### config.mk
export PLATFORM = sky130hd
export DESIGN_NAME = prog_loader_flat
export DESIGN_NICKNAME = d
export VERILOG_FILES = /design/src/rtl/loader_pkg.sv /design/src/rtl/prog_loader_if.sv /design/src/rtl/byte_assembler.sv /design/src/rtl/prog_loader.sv /design/src/flat_wrapper.sv
export SDC_FILE = /design/constraint.sdc
export NUM_CORES = 1
export LEC_CHECK = 0
export ABC_AREA = 1
export BUFFER_PORTS_ARGS = -buffer_cell sky130_fd_sc_hd__buf_2
export CORE_MARGIN = 5
export CORE_UTILIZATION = 52
export DETAILED_ROUTE_END_ITERATION = 10
export PLACE_DENSITY = 0.76
export SYNTH_ARGS = -nofsm -noshare
export SYNTH_HDL_FRONTEND = slang
export SYNTH_SLANG_ARGS = --single-unit
### constraint.sdc
create_clock -name clk -period 1.3 [get_ports clk]
set_input_delay 0.26 -clock clk [delete_from_list [all_inputs] [get_ports clk]]
set_output_delay 0.26 -clock clk [all_outputs]
set_load 0.05 [all_outputs]
### src/rtl/loader_pkg.sv
// Shared state encoding and framing constants for the boot-time program loader.
package loader_pkg;

    typedef enum logic [2:0] {
        StHdr   = 3'd0,
        StLoad  = 3'd1,
        StWrite = 3'd2,
        StCheck = 3'd3,
        StDone  = 3'd4,
        StError = 3'd5
    } state_e;

    localparam int unsigned HDR_BYTES  = 4;
    localparam int unsigned WORD_BYTES = 4;

endpackage

### src/rtl/prog_loader_if.sv
// Byte-stream input and instruction-memory write port of the program loader.
interface prog_loader_if #(
    parameter int unsigned ADDR_WIDTH = 10
);

    logic                  in_valid;
    logic [7:0]            in_data;
    logic                  in_ready;
    logic                  imem_we;
    logic [ADDR_WIDTH-1:0] imem_addr;
    logic [31:0]           imem_wdata;

    modport master (
        output in_valid, in_data,
        input  in_ready, imem_we, imem_addr, imem_wdata
    );

    modport slave (
        input  in_valid, in_data,
        output in_ready, imem_we, imem_addr, imem_wdata
    );

endinterface

### src/rtl/byte_assembler.sv
// MSB-first 4-byte shift register; word_full flags the byte that completes a word.
module byte_assembler
    import loader_pkg::*;
(
    input  logic        clk,
    input  logic        reset,
    input  logic        clear,
    input  logic        take,
    input  logic [7:0]  in_byte,
    output logic [31:0] word,
    output logic [31:0] word_next,
    output logic        word_full
);

    localparam int unsigned IdxW = $clog2(WORD_BYTES);

    logic [31:0]     word_q;
    logic [IdxW-1:0] idx_q;

    assign word_next = {word_q[23:0], in_byte};
    assign word_full = take && (idx_q == IdxW'(WORD_BYTES - 1));
    assign word      = word_q;

    always_ff @(posedge clk or negedge reset) begin
        if (!reset) begin
            word_q <= '0;
            idx_q  <= '0;
        end else if (clear) begin
            idx_q  <= '0;
        end else if (take) begin
            word_q <= word_next;
            idx_q  <= idx_q + 1'b1;
        end
    end

endmodule

### src/rtl/prog_loader.sv
// Loads a length-prefixed, XOR-checksummed byte image into instruction memory and
// holds the CPU in reset until the image is verified.
module prog_loader
    import loader_pkg::*;
#(
    parameter int unsigned ADDR_WIDTH = 10,
    parameter int unsigned BASE_ADDR  = 0
) (
    input  logic                clk,
    input  logic                reset,
    input  logic                start,
    prog_loader_if.slave        bus,
    output logic                cpu_reset_n,
    output logic                done,
    output logic                error,
    output logic [ADDR_WIDTH:0] word_cnt
);

    localparam longint unsigned Capacity = (64'd1 << ADDR_WIDTH) - 64'(BASE_ADDR);
    localparam logic [ADDR_WIDTH-1:0] BaseAddr = ADDR_WIDTH'(BASE_ADDR);

    state_e                state_q, state_d;
    logic [31:0]           n_q, n_d;
    logic [ADDR_WIDTH-1:0] addr_q, addr_d;
    logic [ADDR_WIDTH:0]   cnt_q, cnt_d;
    logic [7:0]            csum_q, csum_d;
    logic                  ready_q, done_q, error_q, cpu_rst_q;

    logic        take, rearm, word_full;
    logic [31:0] word, word_next;

    assign take  = bus.in_valid && ready_q;
    assign rearm = start && ((state_q == StDone) || (state_q == StError));

    byte_assembler u_asm (
        .clk       (clk),
        .reset     (reset),
        .clear     (rearm),
        .take      (take),
        .in_byte   (bus.in_data),
        .word      (word),
        .word_next (word_next),
        .word_full (word_full)
    );

    always_comb begin
        state_d = state_q;
        n_d     = n_q;
        addr_d  = addr_q;
        cnt_d   = cnt_q;
        csum_d  = csum_q;
        case (state_q)
            StHdr: begin
                if (word_full) begin
                    n_d = word_next;
                    if (64'(word_next) > Capacity) state_d = StError;
                    else if (word_next == 32'd0)   state_d = StCheck;
                    else                           state_d = StLoad;
                end
            end
            StLoad: begin
                if (take)      csum_d  = csum_q ^ bus.in_data;
                if (word_full) state_d = StWrite;
            end
            StWrite: begin
                addr_d  = addr_q + 1'b1;
                cnt_d   = cnt_q + 1'b1;
                state_d = (32'(cnt_q) + 32'd1 == n_q) ? StCheck : StLoad;
            end
            StCheck: begin
                if (take) state_d = (bus.in_data == csum_q) ? StDone : StError;
            end
            StDone, StError: begin
                if (start) begin
                    state_d = StHdr;
                    cnt_d   = '0;
                    csum_d  = '0;
                    addr_d  = BaseAddr;
                end
            end
            default: state_d = StHdr;
        endcase
    end

    // Status outputs are registered from the next state so they track state_q exactly.
    always_ff @(posedge clk or negedge reset) begin
        if (!reset) begin
            state_q   <= StHdr;
            n_q       <= '0;
            addr_q    <= BaseAddr;
            cnt_q     <= '0;
            csum_q    <= '0;
            ready_q   <= 1'b0;
            done_q    <= 1'b0;
            error_q   <= 1'b0;
            cpu_rst_q <= 1'b0;
        end else begin
            state_q   <= state_d;
            n_q       <= n_d;
            addr_q    <= addr_d;
            cnt_q     <= cnt_d;
            csum_q    <= csum_d;
            ready_q   <= (state_d == StHdr) || (state_d == StLoad) || (state_d == StCheck);
            done_q    <= (state_d == StDone);
            error_q   <= (state_d == StError);
            cpu_rst_q <= (state_d == StDone);
        end
    end

    assign bus.in_ready   = ready_q;
    assign bus.imem_we    = (state_q == StWrite);
    assign bus.imem_addr  = addr_q;
    assign bus.imem_wdata = word;
    assign cpu_reset_n    = cpu_rst_q;
    assign done           = done_q;
    assign error          = error_q;
    assign word_cnt       = cnt_q;

endmodule
### src/flat_wrapper.sv
// flat-port wrapper written by rule: the top's interface ports become plain ports
module prog_loader_flat import loader_pkg::*;
#(
    parameter int unsigned ADDR_WIDTH = 10,
    parameter int unsigned BASE_ADDR  = 0
)
  (clk, reset, start, cpu_reset_n, done, error, word_cnt, bus_in_valid, bus_in_data, bus_in_ready, bus_imem_we, bus_imem_addr, bus_imem_wdata);
  prog_loader_if #(.ADDR_WIDTH(ADDR_WIDTH)) bus_i ();
  input  logic clk;
  input  logic reset;
  input  logic start;
  output logic cpu_reset_n;
  output logic done;
  output logic error;
  output logic [ADDR_WIDTH:0] word_cnt;
  input wire logic [$bits(bus_i.in_valid)-1:0] bus_in_valid;
  input wire logic [$bits(bus_i.in_data)-1:0] bus_in_data;
  output wire logic [$bits(bus_i.in_ready)-1:0] bus_in_ready;
  output wire logic [$bits(bus_i.imem_we)-1:0] bus_imem_we;
  output wire logic [$bits(bus_i.imem_addr)-1:0] bus_imem_addr;
  output wire logic [$bits(bus_i.imem_wdata)-1:0] bus_imem_wdata;
  assign bus_i.in_valid = bus_in_valid;
  assign bus_i.in_data = bus_in_data;
  assign bus_in_ready = bus_i.in_ready;
  assign bus_imem_we = bus_i.imem_we;
  assign bus_imem_addr = bus_i.imem_addr;
  assign bus_imem_wdata = bus_i.imem_wdata;
  prog_loader #(.ADDR_WIDTH(ADDR_WIDTH), .BASE_ADDR(BASE_ADDR)) u_core (.clk(clk), .reset(reset), .start(start), .bus(bus_i), .cpu_reset_n(cpu_reset_n), .done(done), .error(error), .word_cnt(word_cnt));
endmodule
==> flow_summary.rst, run 1 <==
.. list-table::
   :header-rows: 1

   * - Metric
     - Value
   * - Critical path endpoint category
     - flip-flop
   * - Count of input and output buffers
     - 69
   * - Multi-input gate area
     - 3000 sq um
   * - Top-level port count
     - 70
   * - Worst endpoint required time
     - 1.59 ns
   * - Number of buffers and inverters on the critical path
     - 0
   * - Leak
     - 4.29 nW
   * - Clk sink count
     - 101
   * - RSZ-0062 raised after global routing
     - true
   * - Synthesis Warnings
     - 0
   * - Post-route setup slack
     - -0.703 ns
   * - Number of fill cells in the layout
     - 172
   * - Hold Startpoint
     - start
   * - Total placed instance area
     - 6180 sq um
   * - Cell family with the largest share of critical-path delay
     - simple AND/OR/NAND/NOR gates
   * - TritonCTS clock tree
     - done
   * - Shortest clock period the worst path allows after layout
     - 2.00 ns
   * - Post-route clock period utilization
     - 154%
   * - Row count
     - 35
   * - Launch instance of the worst register-to-register path
     - u_core.word_cnt[3]$_DFFE_PN0P_
   * - Power density of the placed cells
     - 2630 nW/um^2
   * - Slew @ Worst Pin
     - 0.520 ns
   * - Net count of the finished layout
     - 847
   * - Hold Worst Slack
     - 0.219 ns
   * - Number of register bits inferred by synthesis
     - 101
   * - Cell repeated most along the worst path
     - sky130_fd_sc_hd__nand2_1
   * - Arr. time, crit path
     - 2.29 ns
   * - Count of H-tree levels built during CTS
     - 3
   * - Post-synth EDFFs
     - 0
   * - Predominant post-synthesis flop cell
     - sky130_fd_sc_hd__dfrtp_1
   * - Number of slew-limit violations in the final report
     - 0
   * - Element type at the critical path start
     - flip-flop
   * - Synthesized Nets
     - 609
   * - Area of the placeable core
     - 9200 sq um
   * - Post-Route Skew
     - 0.0255 ns
   * - Remaining global-route overflow
     - 0
   * - Number of distinct library cell variants in the gate-level netlist after synthesis
     - 38
   * - Clock slew at reported path FFs
     - 0.12 ns
   * - Fin cells
     - 948
   * - Detailed router's first-iteration violation count
     - 1203
   * - Number of setup violations in the final report
     - 143
   * - Maximum number of buffers from clock root to sink
     - 2
   * - Cell type of the slowest stage on the worst timing path
     - sky130_fd_sc_hd__dfrtp_2
   * - Critical Setup Path Class
     - reg -> reg
   * - Vias after detailed routing
     - 6618
   * - Relative area change from synthesis to final layout
     - 82.4%
   * - Estimated wirelength of the detail-placed design
     - 9270 um
   * - Routability Congestion
     - 0.899
   * - Max Fclk
     - 499 MHz
   * - Synthesized instance count
     - 594
   * - Via-to-Cell Ratio
     - 6.98
   * - Run status
     - finished, violations left
   * - Beginning of the critical path
     - u_core.word_cnt[3]$_DFFE_PN0P_
   * - CP max FO
     - 5
   * - DR DRC count
     - 0
   * - Fraction of layout cells with a size suffix above 1
     - 62.1%
   * - DR pass1 iterations
     - 9
   * - Critical path's largest stage delay
     - 0.45 ns
   * - Pwr Total
     - 23.4 mW
   * - Clock insertion delay at the later pin of the skew report
     - 0.39 ns
   * - Starting utilization of the core area
     - 53.0%
   * - Sequential cell area
     - 2580 sq um
   * - Overall routing resource usage
     - 35.7%
   * - Leading cell types in the layout, fill and taps excluded
     - sky130_fd_sc_hd__buf_4, sky130_fd_sc_hd__nand2_1, sky130_fd_sc_hd__inv_1
   * - Max_slew headroom
     - 65.3%
   * - Violated checks
     - setup timing
   * - Vias in the first global route
     - 5632
   * - Floorplan die area
     - 11400 sq um
   * - First-pass GRT wire length
     - 31300 um
   * - Class of the worst hold path
     - in -> reg
   * - Inserted Clock Buffers
     - 9
   * - Maximum Capacitance Violations
     - 0
   * - IR drop worst, VDD
     - 2.44 mV
   * - Initial antenna violation count
     - 1
   * - Final hold vios
     - 0
   * - Diode insertion count for antenna repair
     - 0
   * - Post-synthesis cell area
     - 4870 sq um
   * - Design area
     - 8880 sq um
   * - Total Routed Length
     - 29200 um
   * - Die width
     - 107 um
   * - Cells along the critical path
     - nand2_1, nor2_1, nand2_1, nand2_1, nand2_1, nand2_1, nand2_1, nor2_1, nand3_1, o21bai_1
   * - Fraction of the yosys area taken by sequential cells
     - 51.9%
   * - Most common cell after layout, fill and taps aside
     - sky130_fd_sc_hd__buf_4
   * - Pin count of the biggest net entering global routing
     - 65
   * - Wire length per cell after detailed routing
     - 30.8 um
   * - Die Height
     - 107 um
   * - Avg Cell Area, Syn
     - 8.20 sq um
   * - Count of antenna-violating nets left after detailed routing
     - 0
   * - Root Buffer
     - sky130_fd_sc_hd__clkbuf_8
   * - Cell count after placement
     - 848
   * - Proportion of synthesized flip-flops having asynchronous set or reset
     - 100%
cells by family (layout without fill, tap and decap cells):
group / after synthesis / in the layout / synth area share (%)
flops: 101 / 101 / 51.9
buf+inv: 99 / 342 / 8.43
xor+xnor: 8 / 8 / 1.44
fa+ha+maj: 3 / 3 / 0.771
simple gates: 277 / 277 / 25.0
mux: 6 / 6 / 1.36
compound gates: 100 / 100 / 11.1
cell type report:
cell class / instances / area share [%]
Multi-Input combinational cell: 394 / 33.7
Timing Repair Buffer: 244 / 30.0
Sequential cell: 101 / 29.0
Inverter: 82 / 3.69
Clock buffer: 12 / 1.63
Tap cell: 111 / 1.56
Clock inverter: 4 / 0.352
final timing paths:
kind                                                             to  slack [ns]  cells past startpoint
worst min-delay path            u_core.bus.imem_addr[7]$_DFFE_PN0P_        0.22                      3
worst max register to register          u_core.state_q[1]$_DFF_PN0_       -0.70                     10
worst max-delay path                    u_core.state_q[1]$_DFF_PN0_       -0.70                     10
max in group asynchronous         u_core.u_asm.word[22]$_DFFE_PN0P_        0.39                      3
worst min register to register    u_core.u_asm.word[29]$_DFFE_PN0P_        0.55                      2
min in group asynchronous                 u_core.n_q[3]$_DFFE_PN0P_        0.42                      3
timing repair:
action | in CTS | in global routing
gates resized for setup | 247 | 264
endpoints found under the setup margin | 127 | 152
pin swaps | 20 | 23
buffers inserted | 47 | 45
hold buffers | 1 | 0
gates cloned | 13 | 4
hold endpoints to repair | 101 | 0
state kept, by name, indices dropped and copies added (netlist names):
name / flops
u_core.n_q: 32
u_core.u_asm.word: 32
u_core.word_cnt: 11
u_core.bus.imem_addr: 10
u_core.csum_q: 8
u_core.state_q: 3
u_core.u_asm.idx_q: 2
u_core.bus.in_ready: 1
u_core.done: 1
u_core.error: 1
through the flow:
step / setup slack (ns) / setup TNS [ns] / utilization (%)
after floorplan: -0.221 / -6.63 / -
after global placement: -0.199 / -7.57 / 67.2
after detailed placement: -0.238 / -9.97 / 67.2
after CTS: -0.258 / -10.48 / 85.2
after global routing: -0.658 / -36.24 / 96.6
final: -0.703 / -36.75 / 96.6
cells in the mapped netlist (4+ instances only):
| cell | count | area share, % |
|---|---|---|
| sky130_fd_sc_hd__nand2_1 | 140 | 11 |
| sky130_fd_sc_hd__dfrtp_1 | 101 | 52 |
| sky130_fd_sc_hd__inv_1 | 78 | 6.0 |
| sky130_fd_sc_hd__nor2_1 | 74 | 5.7 |
| sky130_fd_sc_hd__o21ai_0 | 58 | 6.0 |
| sky130_fd_sc_hd__nand3_1 | 34 | 3.5 |
| sky130_fd_sc_hd__a21oi_1 | 30 | 3.1 |
| sky130_fd_sc_hd__buf_2 | 9 | 0.92 |
| sky130_fd_sc_hd__o22ai_1 | 6 | 0.77 |
| sky130_fd_sc_hd__buf_4 | 5 | 0.77 |
| sky130_fd_sc_hd__mux2_2 | 5 | 1.2 |
| sky130_fd_sc_hd__xor2_1 | 5 | 0.90 |
| sky130_fd_sc_hd__nand4_1 | 4 | 0.51 |
| sky130_fd_sc_hd__nor3_1 | 4 | 0.41 |
worst register-to-register path: cells and delay by family (launching register included):
kind	cells	cell delay (ns)
simple gates	9	1.28
flops	1	0.45
compound gates	1	0.16
power breakdown:
group          internal, mW  switching (mW)
Clock                 0.772            1.33
Sequential             4.51            1.61
Combinational          6.38            8.77
layer usage:
layer  global-route usage, %  vias to the layer above  share of wire [%]
met1                    45.4                     3079                 32
met2                    57.6                      826                 43
met5                       0                        -              0.048
met3                    7.65                      344                 14
li1                        -                     2367                  -
met4                    18.2                        2                 11
Note: power is estimated with default switching activity, not from simulation.
==> run 2, diff against run 1 <==
- CORE_UTILIZATION: 52 -> 53
- PLACE_DENSITY: 0.76 -> 0.77
- SYNTH_HIERARCHICAL: default -> 1
==> flow_summary.rst, run 2 <==
.. list-table::
   :header-rows: 1

   * - Metric
     - Value
   * - Synthesis Warnings
     - 6 (+6)
   * - CP max FO
     - 2 (-3)
   * - Proportion of synthesized flip-flops having asynchronous set or reset
     - 100% (unchanged)
   * - Count of H-tree levels built during CTS
     - 3 (unchanged)
   * - TritonCTS clock tree
     - done
   * - Synthesized instance count
     - 660 (+11%)
   * - Element type at the critical path start
     - flip-flop
   * - Area of the placeable core
     - 10100 sq um (+10%)
   * - Diode insertion count for antenna repair
     - 0 (unchanged)
   * - Top cell types by occurrence after synthesis
     - sky130_fd_sc_hd__nand2_1, sky130_fd_sc_hd__dfrtp_1, sky130_fd_sc_hd__inv_1
   * - Initial antenna violation count
     - 0 (-1)
   * - IR drop worst, VDD
     - 2.35 mV (-4.0%)
   * - Cell count after placement
     - 902 (+6.4%)
   * - Number of slew-limit violations in the final report
     - 0 (unchanged)
   * - DR pass1 iterations
     - 8 (-1)
   * - Critical Setup Path Class
     - reg -> reg
   * - Number of setup violations in the final report
     - 133 (-7.0%)
   * - DR DRC count
     - 0 (unchanged)
   * - Biggest area consumer among synthesized cells
     - sky130_fd_sc_hd__dfrtp_1
   * - Fin cells
     - 1007 (+6.2%)
   * - Inserted Clock Buffers
     - 9 (unchanged)
   * - Violated checks
     - setup timing
   * - Vias in the first global route
     - 6008 (+6.7%)
   * - Die width
     - 111 um (+4.0%)
   * - Post-synthesis cell area
     - 5420 sq um (+11%)
   * - Synthesized Nets
     - 675 (+11%)
   * - Post-route setup slack
     - -0.695 ns (+0.00839 ns)
   * - Fraction of the yosys area taken by sequential cells
     - 46.7% (-5.2 points)
   * - Maximum Capacitance Violations
     - 0 (unchanged)
   * - Post-route clock period utilization
     - 153% (-0.65 points)
   * - Clk sink count
     - 101 (unchanged)
   * - Vias after detailed routing
     - 6643 (+0.38%)
   * - Total Routed Length
     - 27800 um (-4.7%)
   * - Power density of the placed cells
     - 2850 nW/um^2 (+8.4%)
   * - Biggest area contributors in the synthesized netlist
     - sky130_fd_sc_hd__dfrtp_1, sky130_fd_sc_hd__nand2_1, sky130_fd_sc_hd__nand3_1
   * - Die Height
     - 111 um (+4.0%)
   * - Post-synth EDFFs
     - 0 (unchanged)
   * - Register-to-register setup slack
     - -0.69 ns (about the same)
   * - Slew @ Worst Pin
     - 0.578 ns (+0.0581 ns)
   * - Relative area change from synthesis to final layout
     - 67.1%
   * - Shortest clock period the worst path allows after layout
     - 1.99 ns (-0.00839 ns)
   * - Worst endpoint required time
     - 1.62 ns (+0.03 ns)
   * - Pre-CTS worst setup slack
     - -0.337 ns (-0.0990 ns)
   * - Fraction of layout cells with a size suffix above 1
     - 60.8% (-1.3 points)
   * - Class of the worst hold path
     - in -> reg
   * - Count of antenna-violating nets left after detailed routing
     - 0 (unchanged)
   * - Leading cell types in the layout, fill and taps excluded
     - sky130_fd_sc_hd__buf_4, sky130_fd_sc_hd__nand2_1, sky130_fd_sc_hd__dfrtp_1
   * - RSZ-0062 raised after global routing
     - true
   * - Net count of the finished layout
     - 881 (+4.0%)
   * - Avg Cell Area, Syn
     - 8.21 sq um (about the same)
   * - Top-level port count
     - 70 (unchanged)
   * - Via-to-Cell Ratio
     - 6.60 (-5.5%)
   * - Max_slew headroom
     - 61.3% (-4.0 points)
   * - Pwr Total
     - 25.8 mW (+10%)
   * - Run status
     - finished, violations left
   * - Critical path endpoint category
     - flip-flop
   * - First-pass GRT wire length
     - 32300 um (+3.4%)
   * - Max Fclk
     - 501 MHz (+0.42%)
   * - Clock slew at reported path FFs
     - 0.15 ns (+0.03 ns)
   * - Final hold vios
     - 0 (unchanged)
   * - Estimated wirelength of the detail-placed design
     - 9990 um (+7.8%)
   * - Hold Worst Slack
     - 0.141 ns (-0.0778 ns)
   * - Root Buffer
     - sky130_fd_sc_hd__clkbuf_8
   * - Leak
     - 4.39 nW (+2.3%)
   * - Arr. time, crit path
     - 2.31 ns (+0.02 ns)
   * - Routability Congestion
     - 0.901 (+0.26%)
   * - Wire length per cell after detailed routing
     - 27.6 um (-10%)
   * - Count of input and output buffers
     - 69 (unchanged)
   * - Most common cell after layout, fill and taps aside
     - sky130_fd_sc_hd__buf_4
   * - Row count
     - 37 (+5.7%)
   * - Post-Route Skew
     - 0.0463 ns (+0.0208 ns)
   * - Starting utilization of the core area
     - 53.4% (+0.46 points)
   * - Synth top area share
     - 46.7% (-5.2 points)
   * - Maximum number of buffers from clock root to sink
     - 2 (unchanged)
   * - Number of distinct library cell variants in the gate-level netlist after synthesis
     - 38 (unchanged)
   * - Remaining global-route overflow
     - 0 (unchanged)
   * - Clock insertion delay at the later pin of the skew report
     - 0.42 ns (+0.03 ns)
   * - Number of register bits inferred by synthesis
     - 101 (unchanged)
   * - Predominant post-synthesis flop cell
     - sky130_fd_sc_hd__dfrtp_1
   * - Floorplan die area
     - 12300 sq um (+8.2%)
   * - Overall routing resource usage
     - 33.3% (-2.4 points)
   * - Top-count cell post-synth
     - sky130_fd_sc_hd__nand2_1
   * - Pin count of the biggest net entering global routing
     - 38 (-42%)
   * - Detailed router's first-iteration violation count
     - 994 (-17%)
run 2: changes by cell type after synthesis, moves of 6 or more:
cell / previous run / this run
sky130_fd_sc_hd__nor3_1: 4 / 10
sky130_fd_sc_hd__nand2_1: 140 / 201
sky130_fd_sc_hd__a21oi_1: 30 / 9
sky130_fd_sc_hd__inv_1: 78 / 59
sky130_fd_sc_hd__buf_2: 9 / 2
sky130_fd_sc_hd__nor2_1: 74 / 40
sky130_fd_sc_hd__nand2_2: 3 / 22
sky130_fd_sc_hd__nand3_1: 34 / 58
sky130_fd_sc_hd__o21ai_0: 58 / 35
sky130_fd_sc_hd__buf_4: 5 / 37
sky130_fd_sc_hd__buf_6: 1 / 7
sky130_fd_sc_hd__nand4_1: 4 / 13
run 2: what timing repair did:
item | in CTS | in global routing
endpoints found under the setup margin | 141 | 147
gates cloned | 12 | 3
endpoints found under the hold margin | 18 | 0
hold buffers | 1 | 0
pin swaps | 30 | 47
gates resized for setup | 251 | 221
setup buffers | 43 | 55
run 2: layer usage:
layer	routed length, um	GRT usage, %	up-vias
met5	0	0	-
met4	3000	17.5	0
met3	3390	7.53	301
met2	12300	54.7	764
met1	9150	41.0	3074
li1	-	-	2504
run 2: per-stage QoR:
stage               cell area [sq um]  utilization (%)  TNS, ns
CTS                              8050             79.4   -11.00
finish                           9050             89.3   -26.82
floorplan                        5600                -   -14.45
global placement                 6400             63.1    -4.42
detailed placement               6400             63.1    -6.72
global route                     9050             89.3   -31.57
run 2: area by class of cell:
| class | count | area [sq um] |
|---|---|---|
| repair inverters | 1 | 16.3 |
| well taps | 136 | 170 |
| clock buffers | 10 | 138 |
| multi-input cells | 447 | 3220 |
| flip-flops and latches | 101 | 2560 |
| repair buffers | 243 | 2560 |
| clock inverters | 6 | 78.8 |
| inverters | 63 | 299 |
| fillers | 318 | 1090 |
run 2: logic make-up after synthesis:
| logic type | after synthesis | share of synthesized area (%) |
|---|---|---|
| simple gates | 370 | 32.2 |
| compound gates | 60 | 6.51 |
| buf+inv | 116 | 12.3 |
| flops | 101 | 46.7 |
| fa+ha+maj | 3 | 0.693 |
| xor+xnor | 10 | 1.62 |
run 2: path summary, 6_finish.rpt:
check | startpoint | cells past startpoint | endpoint
max in group asynchronous | reset | 3 | u_core/bus.imem_addr[3]$_DFFE_PN0P_
worst min register to register | u_core/n_q[25]$_DFFE_PN0P_ | 2 | u_core/n_q[25]$_DFFE_PN0P_
worst max-delay path | u_core/n_q[29]$_DFFE_PN0P_ | 7 | u_core/state_q[1]$_DFF_PN0_
min in group asynchronous | reset | 2 | u_core/u_asm/word[14]$_DFFE_PN0P_
worst max register to register | u_core/n_q[29]$_DFFE_PN0P_ | 7 | u_core/state_q[1]$_DFF_PN0_
worst min-delay path | bus_in_data[2] | 3 | u_core/u_asm/word[2]$_DFFE_PN0P_
run 2: power breakdown:
part           leakage (nW)  switching (mW)  internal [mW]
logic                  3.02            10.1           7.05
registers              1.26            1.71           4.54
clock network         0.111            1.39          0.987
total                  4.39            13.2           12.6
run 2: critical path: stages (launching register included):
cell and delay [ns]:
sky130_fd_sc_hd__dfrtp_1 0.47, sky130_fd_sc_hd__nor2_1 0.49, sky130_fd_sc_hd__nand4_1 0.27, sky130_fd_sc_hd__nor2_1 0.20, sky130_fd_sc_hd__nand3_1 0.11, sky130_fd_sc_hd__nor2_1 0.12
sky130_fd_sc_hd__nand2_1 0.09, sky130_fd_sc_hd__o21bai_2 0.14
==> run 3, diff against run 2 <==
- ABC_CLOCK_PERIOD_IN_PS: default -> 1800
- clock period: 1.3 -> 1.8 ns (I/O delays scaled with it)
==> flow_summary.rst, run 3 (synthesis gave the netlist of run 2 again) <==
.. list-table::
   :header-rows: 1

   * - Metric
     - Value
   * - Run status
     - complete, no violations
   * - Most common cell after layout, fill and taps aside
     - sky130_fd_sc_hd__nand2_1
   * - Initial antenna violation count
     - 0 (unchanged)
   * - Max_slew headroom
     - 59.5% (-1.8 points)
   * - Class of the worst hold path
     - in -> reg
   * - Element type at the critical path start
     - flip-flop
   * - Clock slew at reported path FFs
     - 0.10 ns (-0.05 ns)
   * - Estimated wirelength of the detail-placed design
     - 9460 um (-5.3%)
   * - Leak
     - 3.11 nW (-29%)
   * - Hold Path Sink
     - u_core/u_asm/word[0]$_DFFE_PN0P_
   * - Row count
     - 37 (unchanged)
   * - Critical Setup Path Class
     - reg -> out
   * - Via-to-Cell Ratio
     - 5.34 (-19%)
   * - Die width
     - 111 um (unchanged)
   * - Maximum Capacitance Violations
     - 0 (unchanged)
   * - Shortest clock period the worst path allows after layout
     - 1.72 ns
   * - Clock insertion delay at the later pin of the skew report
     - 0.37 ns (-0.05 ns)
   * - Count of input and output buffers
     - 69 (unchanged)
   * - Register-to-register setup slack
     - 0.09 ns (+0.78 ns)
   * - Root Buffer
     - sky130_fd_sc_hd__clkbuf_8
   * - Detailed router's first-iteration violation count
     - 387 (-61%)
   * - Post-Route Skew
     - 0.0158 ns (-0.0305 ns)
   * - RSZ-0062 raised after global routing
     - true
   * - Net count of the finished layout
     - 722 (-18%)
   * - Wire length per cell after detailed routing
     - 15.1 um (-45%)
   * - Max Fclk
     - 582 MHz
   * - Arr. time, crit path
     - 1.36 ns (-0.95 ns)
   * - Overall routing resource usage
     - 21.2% (-12 points)
   * - Floorplan die area
     - 12300 sq um (unchanged)
   * - Clk sink count
     - 101 (unchanged)
   * - Fraction of layout cells with a size suffix above 1
     - 22.5% (-38 points)
   * - Slew @ Worst Pin
     - 0.607 ns (+0.0284 ns)
   * - Critical path endpoint category
     - output port
   * - Vias after detailed routing
     - 4531 (-32%)
   * - Starting utilization of the core area
     - 53.4% (unchanged)
   * - IR drop worst, VDD
     - 1.25 mV (-47%)
   * - Area of the placeable core
     - 10100 sq um (unchanged)
   * - Routability Congestion
     - 0.840 (-6.8%)
   * - Leading cell types in the layout, fill and taps excluded
     - sky130_fd_sc_hd__nand2_1, sky130_fd_sc_hd__dfrtp_1, sky130_fd_sc_hd__buf_2
   * - Pin count of the biggest net entering global routing
     - 44 (+16%)
   * - Relative area change from synthesis to final layout
     - 9.98%
   * - Cell depth of the worst hold path
     - 3 (unchanged)
   * - DR pass1 iterations
     - 5 (-3)
   * - Top-level port count
     - 70 (unchanged)
   * - Reg2Reg Capture Point
     - u_core/bus.imem_addr[4]$_DFFE_PN0P_
   * - Count of antenna-violating nets left after detailed routing
     - 0 (unchanged)
   * - CP max FO
     - 9 (+7)
   * - TritonCTS clock tree
     - done
   * - Hold Startpoint
     - bus_in_data[0]
   * - First-pass GRT wire length
     - 21700 um (-33%)
   * - Final-layout setup total negative slack
     - 0 ns (+26.82 ns)
   * - Depth of the worst register-to-register path
     - 8 (+1)
   * - Maximum number of buffers from clock root to sink
     - 2 (unchanged)
   * - Vias in the first global route
     - 4445 (-26%)
   * - DR DRC count
     - 0 (unchanged)
   * - Inserted Clock Buffers
     - 9 (unchanged)
   * - Die Height
     - 111 um (unchanged)
   * - Final hold vios
     - 0 (unchanged)
   * - Post-route clock period utilization
     - 95.5%
   * - Remaining global-route overflow
     - 0 (unchanged)
   * - Worst endpoint required time
     - 1.44 ns (-0.18 ns)
   * - Number of slew-limit violations in the final report
     - 0 (unchanged)
   * - Total Routed Length
     - 12800 um (-54%)
   * - Pwr Total
     - 11.6 mW (-55%)
   * - Diode insertion count for antenna repair
     - 0 (unchanged)
   * - Number of setup violations in the final report
     - 0 (-100%)
   * - Count of H-tree levels built during CTS
     - 3 (unchanged)
   * - Launch instance of the worst register-to-register path
     - u_core/state_q[1]$_DFF_PN0_
   * - Power density of the placed cells
     - 1950 nW/um^2 (-32%)
-- run 3: worst max-delay path by stage --
| stage | cells after the start | from | slack, ns | endpoint |
|---|---|---|---|---|
| final | 4 | u_core/state_q[2]$_DFF_PN0_ | 0.08 | bus_imem_we |
| after global routing | 11 | u_core/word_cnt[0]$_DFFE_PN0P_ | -0.006 | u_core/state_q[1]$_DFF_PN0_ |
| after CTS | 4 | u_core/state_q[0]$_DFF_PN0_ | 0.02 | bus_imem_we |
| after detailed placement | 8 | u_core/state_q[2]$_DFF_PN0_ | 0.03 | u_core/bus.imem_addr[4]$_DFFE_PN0P_ |
| after global placement | 11 | u_core/word_cnt[0]$_DFFE_PN0P_ | 0.13 | u_core/state_q[1]$_DFF_PN0_ |
| after floorplan | 13 | u_core/bus.in_ready$_DFF_PN0_ | 0.006 | u_core/error$_DFF_PN0_ |
-- run 3: power by group --
part	total, mW	switching [mW]	internal (mW)
clock	1.61	0.789	0.825
sequential	4.17	0.925	3.24
combinational	5.84	4.23	1.62
-- run 3: routing by layer --
layer	global-route usage, %	part of all wire, %
met1	28.9	44
met2	34.5	49
met3	4.80	5.7
met4	5.68	1.4
met5	0	0
-- run 3: worst max-delay path: stages (launching register included) --
cell and delay [ns]:
sky130_fd_sc_hd__dfrtp_1 0.43, sky130_fd_sc_hd__nor2_4 0.20, sky130_fd_sc_hd__nand2_8 0.12, sky130_fd_sc_hd__inv_2 0.09, sky130_fd_sc_hd__buf_6 0.15
-- run 3: cell type report --
| class | instances | area, sq um |
|---|---|---|
| Inverter | 63 | 239 |
| Timing Repair Buffer | 89 | 532 |
| Multi-Input combinational cell | 443 | 2260 |
| Sequential cell | 101 | 2530 |
| Clock inverter | 5 | 81.3 |
| Fill cell | 876 | 4180 |
| Tap cell | 136 | 170 |
| Clock buffer | 11 | 141 |
-- run 3: what timing repair did --
| item | 4_1_cts | 5_1_grt |
|---|---|---|
| setup endpoints to repair | 2 | 4 |
| hold endpoints to repair | 22 | 0 |
| hold buffers | 1 | 0 |
| setup buffers | 1 | 2 |
| cloned | 0 | 0 |
| resized for setup | 4 | 7 |
| pin swaps | 1 | 2 |
-- run 3: stage by stage --
stage | cells | hold slack (ns) | cell area (sq um) | setup slack [ns] | util [%]
finish | 848 | 0.288 | 5960 | 0.0818 | 58.8
global route | 848 | 0.280 | 5960 | -0.00607 | 58.8
CTS | 846 | 0.263 | 5920 | 0.0216 | 58.4
detailed placement | 828 | 0.303 | 5660 | 0.0303 | 55.8
global placement | 828 | 0.293 | 5660 | 0.127 | 55.8
floorplan | 660 | 0.0644 | 5420 | 0.00592 | -
